**src/rtl/jtag_dr_fifo_packer.sv**
```systemverilog
// ============================================================================
// jtag_dr_fifo_packer: TCK-domain debug DR that packs a shifted command into
// 2-3 async-FIFO words and returns a status word on Capture-DR.
// Revision: 1.0
// ============================================================================
`default_nettype none

module jtag_dr_fifo_packer #(
  parameter int ADDR_WIDTH = 32,
  parameter int DATA_WIDTH = 32,
  parameter int FIFO_WIDTH = 32,
  parameter int DR_WIDTH   = 2 + ADDR_WIDTH + DATA_WIDTH
) (
  input  logic                  wclk,
  input  logic                  w_rst,
  input  logic                  dr_sel,
  input  logic                  capture_dr,
  input  logic                  shift_dr,
  input  logic                  update_dr,
  input  logic                  tdi,
  output logic                  tdo,
  input  logic                  full,
  output logic                  winc,
  output logic [FIFO_WIDTH-1:0] wdata,
  output logic                  busy,
  output logic                  overflow,
  output logic                  bad_op
);

  typedef enum logic [1:0] {
    S_IDLE = 2'd0,
    S_HDR  = 2'd1,
    S_ADDR = 2'd2,
    S_DATA = 2'd3
  } state_t;

  localparam logic [1:0] c_op_nop   = 2'b00;
  localparam logic [1:0] c_op_read  = 2'b01;
  localparam logic [1:0] c_op_write = 2'b10;
  localparam logic [1:0] c_op_rsvd  = 2'b11;

  state_t                state_q,    state_d;
  logic [DR_WIDTH-1:0]   shift_q,    shift_d;
  logic [1:0]            op_q,       op_d;
  logic [ADDR_WIDTH-1:0] addr_q,     addr_d;
  logic [DATA_WIDTH-1:0] data_q,     data_d;
  logic                  overflow_q, overflow_d;
  logic                  bad_op_q,   bad_op_d;

  logic                  w_capture;
  logic                  w_update;
  logic [1:0]            w_sh_op;

  assign w_capture = dr_sel && capture_dr;
  assign w_update  = dr_sel && update_dr;
  assign w_sh_op   = shift_q[DR_WIDTH-1 -: 2];

  assign busy     = (state_q != S_IDLE);
  assign winc     = busy && !full;
  assign tdo      = shift_q[0];
  assign overflow = overflow_q;
  assign bad_op   = bad_op_q;

  // Capture wins over shift; the status word replaces the whole register.
  always_comb begin
    shift_d = shift_q;
    if (w_capture) begin
      shift_d      = '0;
      shift_d[2:0] = {bad_op_q, overflow_q, busy};
    end else if (dr_sel && shift_dr) begin
      shift_d = {tdi, shift_q[DR_WIDTH-1:1]};
    end
  end

  always_comb begin
    state_d    = state_q;
    op_d       = op_q;
    addr_d     = addr_q;
    data_d     = data_q;
    overflow_d = overflow_q && !w_capture;
    bad_op_d   = bad_op_q && !w_capture;

    case (state_q)
      S_IDLE: begin
        if (w_update) begin
          op_d   = w_sh_op;
          addr_d = shift_q[DATA_WIDTH +: ADDR_WIDTH];
          data_d = shift_q[DATA_WIDTH-1:0];
          if (w_sh_op == c_op_read || w_sh_op == c_op_write) begin
            state_d = S_HDR;
          end
          if (w_sh_op == c_op_rsvd) begin
            bad_op_d = 1'b1;
          end
        end
      end
      S_HDR: begin
        if (!full) state_d = S_ADDR;
      end
      S_ADDR: begin
        if (!full) state_d = (op_q == c_op_write) ? S_DATA : S_IDLE;
      end
      S_DATA: begin
        if (!full) state_d = S_IDLE;
      end
      default: state_d = S_IDLE;
    endcase

    // A command arriving mid-packet is dropped; the packet in flight is untouched.
    if (w_update && state_q != S_IDLE) begin
      overflow_d = 1'b1;
    end
  end

  always_comb begin
    wdata = '0;
    case (state_q)
      S_HDR:   wdata[FIFO_WIDTH-1 -: 2] = op_q;
      S_ADDR:  wdata = FIFO_WIDTH'(addr_q);
      S_DATA:  wdata = FIFO_WIDTH'(data_q);
      default: wdata = '0;
    endcase
  end

  always_ff @(posedge wclk) begin
    if (w_rst) begin
      state_q    <= S_IDLE;
      shift_q    <= '0;
      op_q       <= c_op_nop;
      addr_q     <= '0;
      data_q     <= '0;
      overflow_q <= 1'b0;
      bad_op_q   <= 1'b0;
    end else begin
      state_q    <= state_d;
      shift_q    <= shift_d;
      op_q       <= op_d;
      addr_q     <= addr_d;
      data_q     <= data_d;
      overflow_q <= overflow_d;
      bad_op_q   <= bad_op_d;
    end
  end

endmodule

`default_nettype wire

```
**config.mk**
```make
export PLATFORM = sky130hd
export DESIGN_NAME = jtag_dr_fifo_packer
export DESIGN_NICKNAME = d
export VERILOG_FILES = /design/src/rtl/jtag_dr_fifo_packer.sv
export SDC_FILE = /design/constraint.sdc
export NUM_CORES = 1
export LEC_CHECK = 0
export ABC_AREA = 1
export CORE_ASPECT_RATIO = 0.5
export CORE_MARGIN = 4
export CORE_UTILIZATION = 61
export DETAILED_ROUTE_END_ITERATION = 10
export PLACE_DENSITY = 0.92
export SYNTH_ARGS = -nofsm -noshare
export SYNTH_HDL_FRONTEND = slang
export SYNTH_SLANG_ARGS = --single-unit
```
**constraint.sdc**
```tcl
create_clock -name wclk -period 2.21 [get_ports wclk]
set_input_delay 0.442 -clock wclk [delete_from_list [all_inputs] [get_ports wclk]]
set_output_delay 0.442 -clock wclk [all_outputs]
set_load 0.005 [all_outputs]
```
==> results.yml, run 1 <==
final_layout:
  drive_above_1_share_pct: 8.974
  final_cell_area_sq_mm: 0.006545
  seqCellArea_sq_mm: 0.002728
  nFillCells: 473
  final_cells: 892
  final_cell_mix: "202 x nand2_1, 136 x nor2_1, 134 x dfxtp_1, 68 x o21ai_0, 65 x a21oi_1"
  fin_nets: 776
  final_common_cell: "nand2_1"
  multiInputGateArea_sq_mm: 0.002255
  fin_util_pct: 79.52
  syn2layout_area_growth_pct: 23.49
  num_antenna_cells: 0
clock_tree:
  numCtsBuffers: 17
  cts_max_level: 4
  cts_tree: "done"
  worstSkewPairLatency_ps: 420
  hold_buffers: 0
  cts-root-buf: "clkbuf_16"
  clkTransAtPathRegs_ps: 60
  clk_path_buf_depth: 2
  cts_sinks: 136
synth:
  syn_nets: 735
  ys_seq_area_share_pct: 51.37
  ys_ff_latch: 136
  postSynthAreaPerCell_sq_um: 7.300
  synth_area_sq_mm: 0.005300
  ys_types: 21
  ys_warn_count: 0
  syn_inst: 726
job:
  drv_cap: 0
global_routing:
  overflow: 0
  grt_pass1_vias: 5107
  grt_max_degree: 64
  grt_pass1_wl_mm: 24.88
  grt_antenna_before_repair: 0
  grt.total_usage_pct: 30.55
setup_path:
  crit_type: "reg2out"
  r2r_end: "addr_q[23]$_SDFFE_PP0P_"
  critPathArrivalTime_ps: 1810
  start_kind: "register"
  rrSetupSlack_ps: 450
  reg2reg_depth: 8
  timing.rr.start: "state_q[1]$_SDFFE_PP0P_"
  crit_fanout: 6
  end_kind: "output pin"
  cp-startpoint: "state_q[0]$_SDFFE_PP0P_"
  required_ps: 1770
floorplanning:
  die_h_um: 73.91
  die_area_sq_mm: 0.01033
  start_util_pct: 64.40
  core_area_sq_mm: 0.008230
  io_pins: 45
  rows: 23
  die-width_um: 139.8
timing:
  rsz0062_at_grt: "yes"
  maxSlewViolCount: 0
  period_share_pct: 101.9
  layout_setup_ws_ps: -40.91
  hold_slack_ps: 474.3
  fmax_mhz: 444.3
  fin_crit_ps: 2251
  skew_ps: 9.361
  slew_headroom_pct: 60.47
  setup_viol: 1
  finalHoldViolCount: 0
  tightest_slew_ps: 586.8
placed_design:
  place_area_sq_mm: 0.005811
  port_buffers: 44
  dp_slack_ps: 209.3
  gp_congestion: 0.7956
  dp_hpwl_mm: 8.025
  dpl.cell_count: 850
min_path:
  hold_path_class: "reg2reg"
  worstHoldStart: "shift_q[6]$_SDFFE_PP0P_"
  min_path_cells: 2
  min_to: "shift_q[5]$_SDFFE_PP0P_"
drt:
  totalWireLength_mm: 17.01
  wl_per_cell_um: 19.07
  drt_first_pass_iters: 6
  drtIter0Drc: 980
  vias_per_cell: 6.286
  antenna_left: 0
  drc: 0
  vias: 5607
power_and_ir_drop:
  vdd_ir_drop_max_mv: 0.6644
  power_density_mw_per_mm2: 983.1
  power_leakage_nw: 2.792
run_status:
  outcome: "finished, violations left"
  violations: "setup timing"
==> cell usage after synthesis, drive strengths merged <==
master  number  area, sq um
a21oi       65        325.3
nor2       138        536.8
a22oi        1        7.510
nand2      205        777.0
o211ai       2        15.01
clkbuf      22        85.08
dfxtp      136         2723
inv         12        45.04
o21ai       70        350.3
ha           1        12.51
buf         30        202.7
nand3       40        200.2
nor3         4        20.02
==> metrics by stage <==
step | TNS, ps | total power [mW]
after floorplan | 0 | 3.177
after global placement | 0 | 3.360
after detailed placement | 0 | 3.393
after CTS | -214.6 | 6.321
after global routing | -130.6 | 6.621
final | -40.91 | 6.434
==> per-layer routing <==
metal	share of wire, %	track usage [%]	up-vias	routed length [um]
li1	-	-	2427	-
met4	5.8	17.40	0	980
met2	45	51.14	517	7639
met1	37	36.18	2532	6297
met5	0	0	-	0
met3	12	8.843	131	2095
==> critical path, cell delays in order (launching register included) <==
cell and delay, ps:
dfxtp_4 390, inv_1 90, nand2_1 150, nand2_1 160
inv_1 100, clkdlybuf4s50_1 500
==> how the worst max path moves through the flow <==
stage | end | slack (ps)
finish | winc | -40
global route | winc | -70
CTS | wdata[17] | -60
detailed placement | winc | 210
global placement | winc | 220
floorplan | wdata[0] | 770
==> cells by family after synthesis <==
family / Yosys count / share of synthesized area, %
simple gates: 387 / 28.94
compound gates: 138 / 13.17
flops: 136 / 51.37
buf+inv: 64 / 6.280
fa+ha+maj: 1 / 0.2360
==> what timing repair did <==
action / 4_1_cts / 5_1_grt
resized for setup: 35 / 14
setup buffers: 3 / 5
setup endpoints to repair: 33 / 7
gates cloned: 1 / 1
==> flip-flops by register name, summed over array words and instances (netlist names) <==
name,cells
shift_q,66
addr_q,32
data_q,32
op_q,2
state_q,2
bad_op,1
overflow,1
==> layout make-up <==
type,instances,share of cell area (%)
Sequential cell,136,41.67
Clock inverter,8,1.797
Clock buffer,24,7.513
Multi-Input combinational cell,526,34.45
Tap cell,112,2.141
Timing Repair Buffer,74,11.70
Inverter,12,0.7264
==> report_power, final <==
| group | leakage (nW) | switching (mW) | total, mW | internal [mW] |
|---|---|---|---|---|
| sequential | 1.11 | 0.0884 | 2.67 | 2.59 |
| combinational | 1.38 | 0.532 | 0.834 | 0.302 |
| clock | 0.300 | 1.04 | 2.93 | 1.89 |
| total | 2.79 | 1.66 | 6.43 | 4.78 |
Power figures use the tool's default switching activity.
==> run 2: changes to the inputs <==
CORE_UTILIZATION = 57   (was 61)
PLACE_DENSITY = 0.88   (was 0.92)
clock period = 2.25 ns   (was 2.21 ns; I/O delays follow)
==> run 2 against run 1 <==
  * Clock-buffer cell count fell by 4
  * The run still ends with setup timing left
  * Utilization is 6.6 points lower
  * Die area is 6.4% higher
==> results.yml, run 2 (synthesis results as in run 1) <==
setup_path:
  start_kind: "register"
  end_kind: "output pin"
  required_ps: 1800
  crit_fanout: 6
  crit_type: "reg2out"
  critPathArrivalTime_ps: 1920
  r2r_end: "data_q[30]$_SDFFE_PP0P_"
  rrSetupSlack_ps: 720
  reg2reg_depth: 6
  timing.rr.start: "state_q[1]$_SDFFE_PP0P_"
drt:
  antenna_left: 0
  totalWireLength_mm: 13.48
  drc: 0
  wl_per_cell_um: 15.23
  vias_per_cell: 5.544
  drt_first_pass_iters: 5
  drtIter0Drc: 574
  vias: 4906
global_routing:
  grt_max_degree: 64
  grt_pass1_wl_mm: 22.56
  overflow: 0
  grt_antenna_before_repair: 0
  grt_pass1_vias: 4608
  grt.total_usage_pct: 25.58
final_layout:
  fin_util_pct: 72.89
  largest_reg_flops: 66
  final_cell_mix: "201 x nand2_1, 136 x nor2_1, 134 x dfxtp_1, 68 x o21ai_0, 65 x a21oi_1"
  final_common_cell: "nand2_1"
  drive_above_1_share_pct: 8.073
  final_cells: 885
  fin_nets: 765
  regMostFlops: "shift_q"
  reg_top3: "shift_q (66), addr_q (32), data_q (32)"
  nFillCells: 605
  syn2layout_area_growth_pct: 22.24
  num_antenna_cells: 0
placed_design:
  dp_slack_ps: 190.9
  port_buffers: 44
  gp_congestion: 0.8444
  dpl.cell_count: 852
  dp_hpwl_mm: 7.879
timing:
  maxSlewViolCount: 0
  fin_tns_setup_ps: -596.7
  layout_setup_ws_ps: -115.1
  setup_viol: 7
  rsz0062_at_grt: "yes"
  fin_crit_ps: 2365
  period_share_pct: 105.1
  fmax_mhz: 422.8
  tightest_slew_ps: 468.3
  slew_headroom_pct: 68.74
  skew_ps: 9.491
  finalHoldViolCount: 0
clock_tree:
  clkTransAtPathRegs_ps: 60
  hold_buffers: 0
  cts_sinks: 136
  post-cts-setup-buffers: 0
  cts_max_level: 4
  clk_path_buf_depth: 2
  worstSkewPairLatency_ps: 420
  cts_tree: "done"
  cts-root-buf: "clkbuf_16"
  numCtsBuffers: 17
floorplanning:
  die_area_sq_mm: 0.01100
  io_pins: 45
  core_area_sq_mm: 0.008889
  die_h_um: 76.19
  die-width_um: 144.4
  rows: 24
  start_util_pct: 59.63
run_status:
  outcome: "finished, violations left"
  violations: "setup timing"
power_and_ir_drop:
  vdd_ir_drop_max_mv: 0.6739
  power_leakage_nw: 2.871
  switching_share_pct: 25.12
  comb_power_share_pct: 11.2
  power_density_mw_per_mm2: 950.5
  internal_power_mw: 4.611
  seq_power_share_pct: 42.5
  clockPowerShare_pct: 46.2
  power_switching_mw: 1.547
min_path:
  min_to: "shift_q[33]$_SDFFE_PP0P_"
  hold_path_class: "reg2reg"
  min_path_cells: 2
  worstHoldStart: "shift_q[34]$_SDFFE_PP0P_"
job:
  drv_cap: 0
## run 2: cell count changes in the layout (fill, tap and decap cells not counted), sizes merged
cell,previous run,this run
clkinv,4,7
clkdlybuf4s15,1,0
clkdlybuf4s50,12,19
buf,29,19
clkbuf,25,20
dlymetal6s2s,6,19
dlygate4sd2,25,6
## run 2: worst max path at each step
stage / slack [ps] / start / cells after the start / endpoint
after floorplan: 810 / state_q[1]$_SDFFE_PP0P_ / 6 / wdata[0]
after global placement: 240 / full / 5 / winc
after detailed placement: 190 / state_q[0]$_SDFFE_PP0P_ / 4 / wdata[31]
after CTS: -100 / state_q[1]$_SDFFE_PP0P_ / 6 / wdata[28]
after global routing: -170 / state_q[1]$_SDFFE_PP0P_ / 6 / wdata[23]
final: -120 / state_q[1]$_SDFFE_PP0P_ / 6 / wdata[5]
## run 2: critical path: stages, from the launching register on
cell             delay, ps
dfxtp_2                350
inv_2                   70
nor2_4                 220
buf_4                  200
nand2_1                 60
nand2_1                 70
clkdlybuf4s50_1        530
## run 2: power by group through the flow
stage	sequential, mW	combinational, mW	clock, mW
after floorplan	2.64	0.483	0
after global placement	2.66	0.628	0
after detailed placement	2.66	0.645	0
after CTS	2.62	0.676	2.85
after global routing	2.63	0.760	2.97
final	2.62	0.690	2.85
## run 2: layout make-up
type	count	area (sq um)	share of cell area (%)
Sequential cell	136	2728	42.10
Multi-Input combinational cell	526	2257	34.84
Timing Repair Buffer	63	688.2	10.62
Clock buffer	20	466.7	7.204
Clock inverter	11	147.6	2.279
Tap cell	117	146.4	2.260
Inverter	12	45.04	0.6952
## run 2: metal layers
metal	share of wire, %	GRT usage, %	vias to the layer above	wire, um
li1	-	-	2385	-
met5	0	0	-	0
met3	7.6	5.705	34	1025
met1	44	34.14	2273	5905
met2	46	39.98	214	6257
met4	2.2	10.71	0	292
## run 2: stage by stage
stage | total power, mW | hold slack [ps] | instance area [sq um]
5_1_grt | 6.368 | 495.5 | 6479
2_1_floorplan | 3.121 | 449.6 | 5300
6_report | 6.158 | 472.9 | 6479
3_3_place_gp | 3.286 | 459.1 | 5769
3_5_place_dp | 3.307 | 463.8 | 5769
4_1_cts | 6.147 | 474.4 | 6416
## run 2: what timing repair did
item / 4_1_cts / 5_1_grt
cloned: 2 / 0
pin swaps: 0 / 1
gates resized for setup: 16 / 24
endpoints found under the hold margin: 0 / 0
endpoints found under the setup margin: 33 / 27
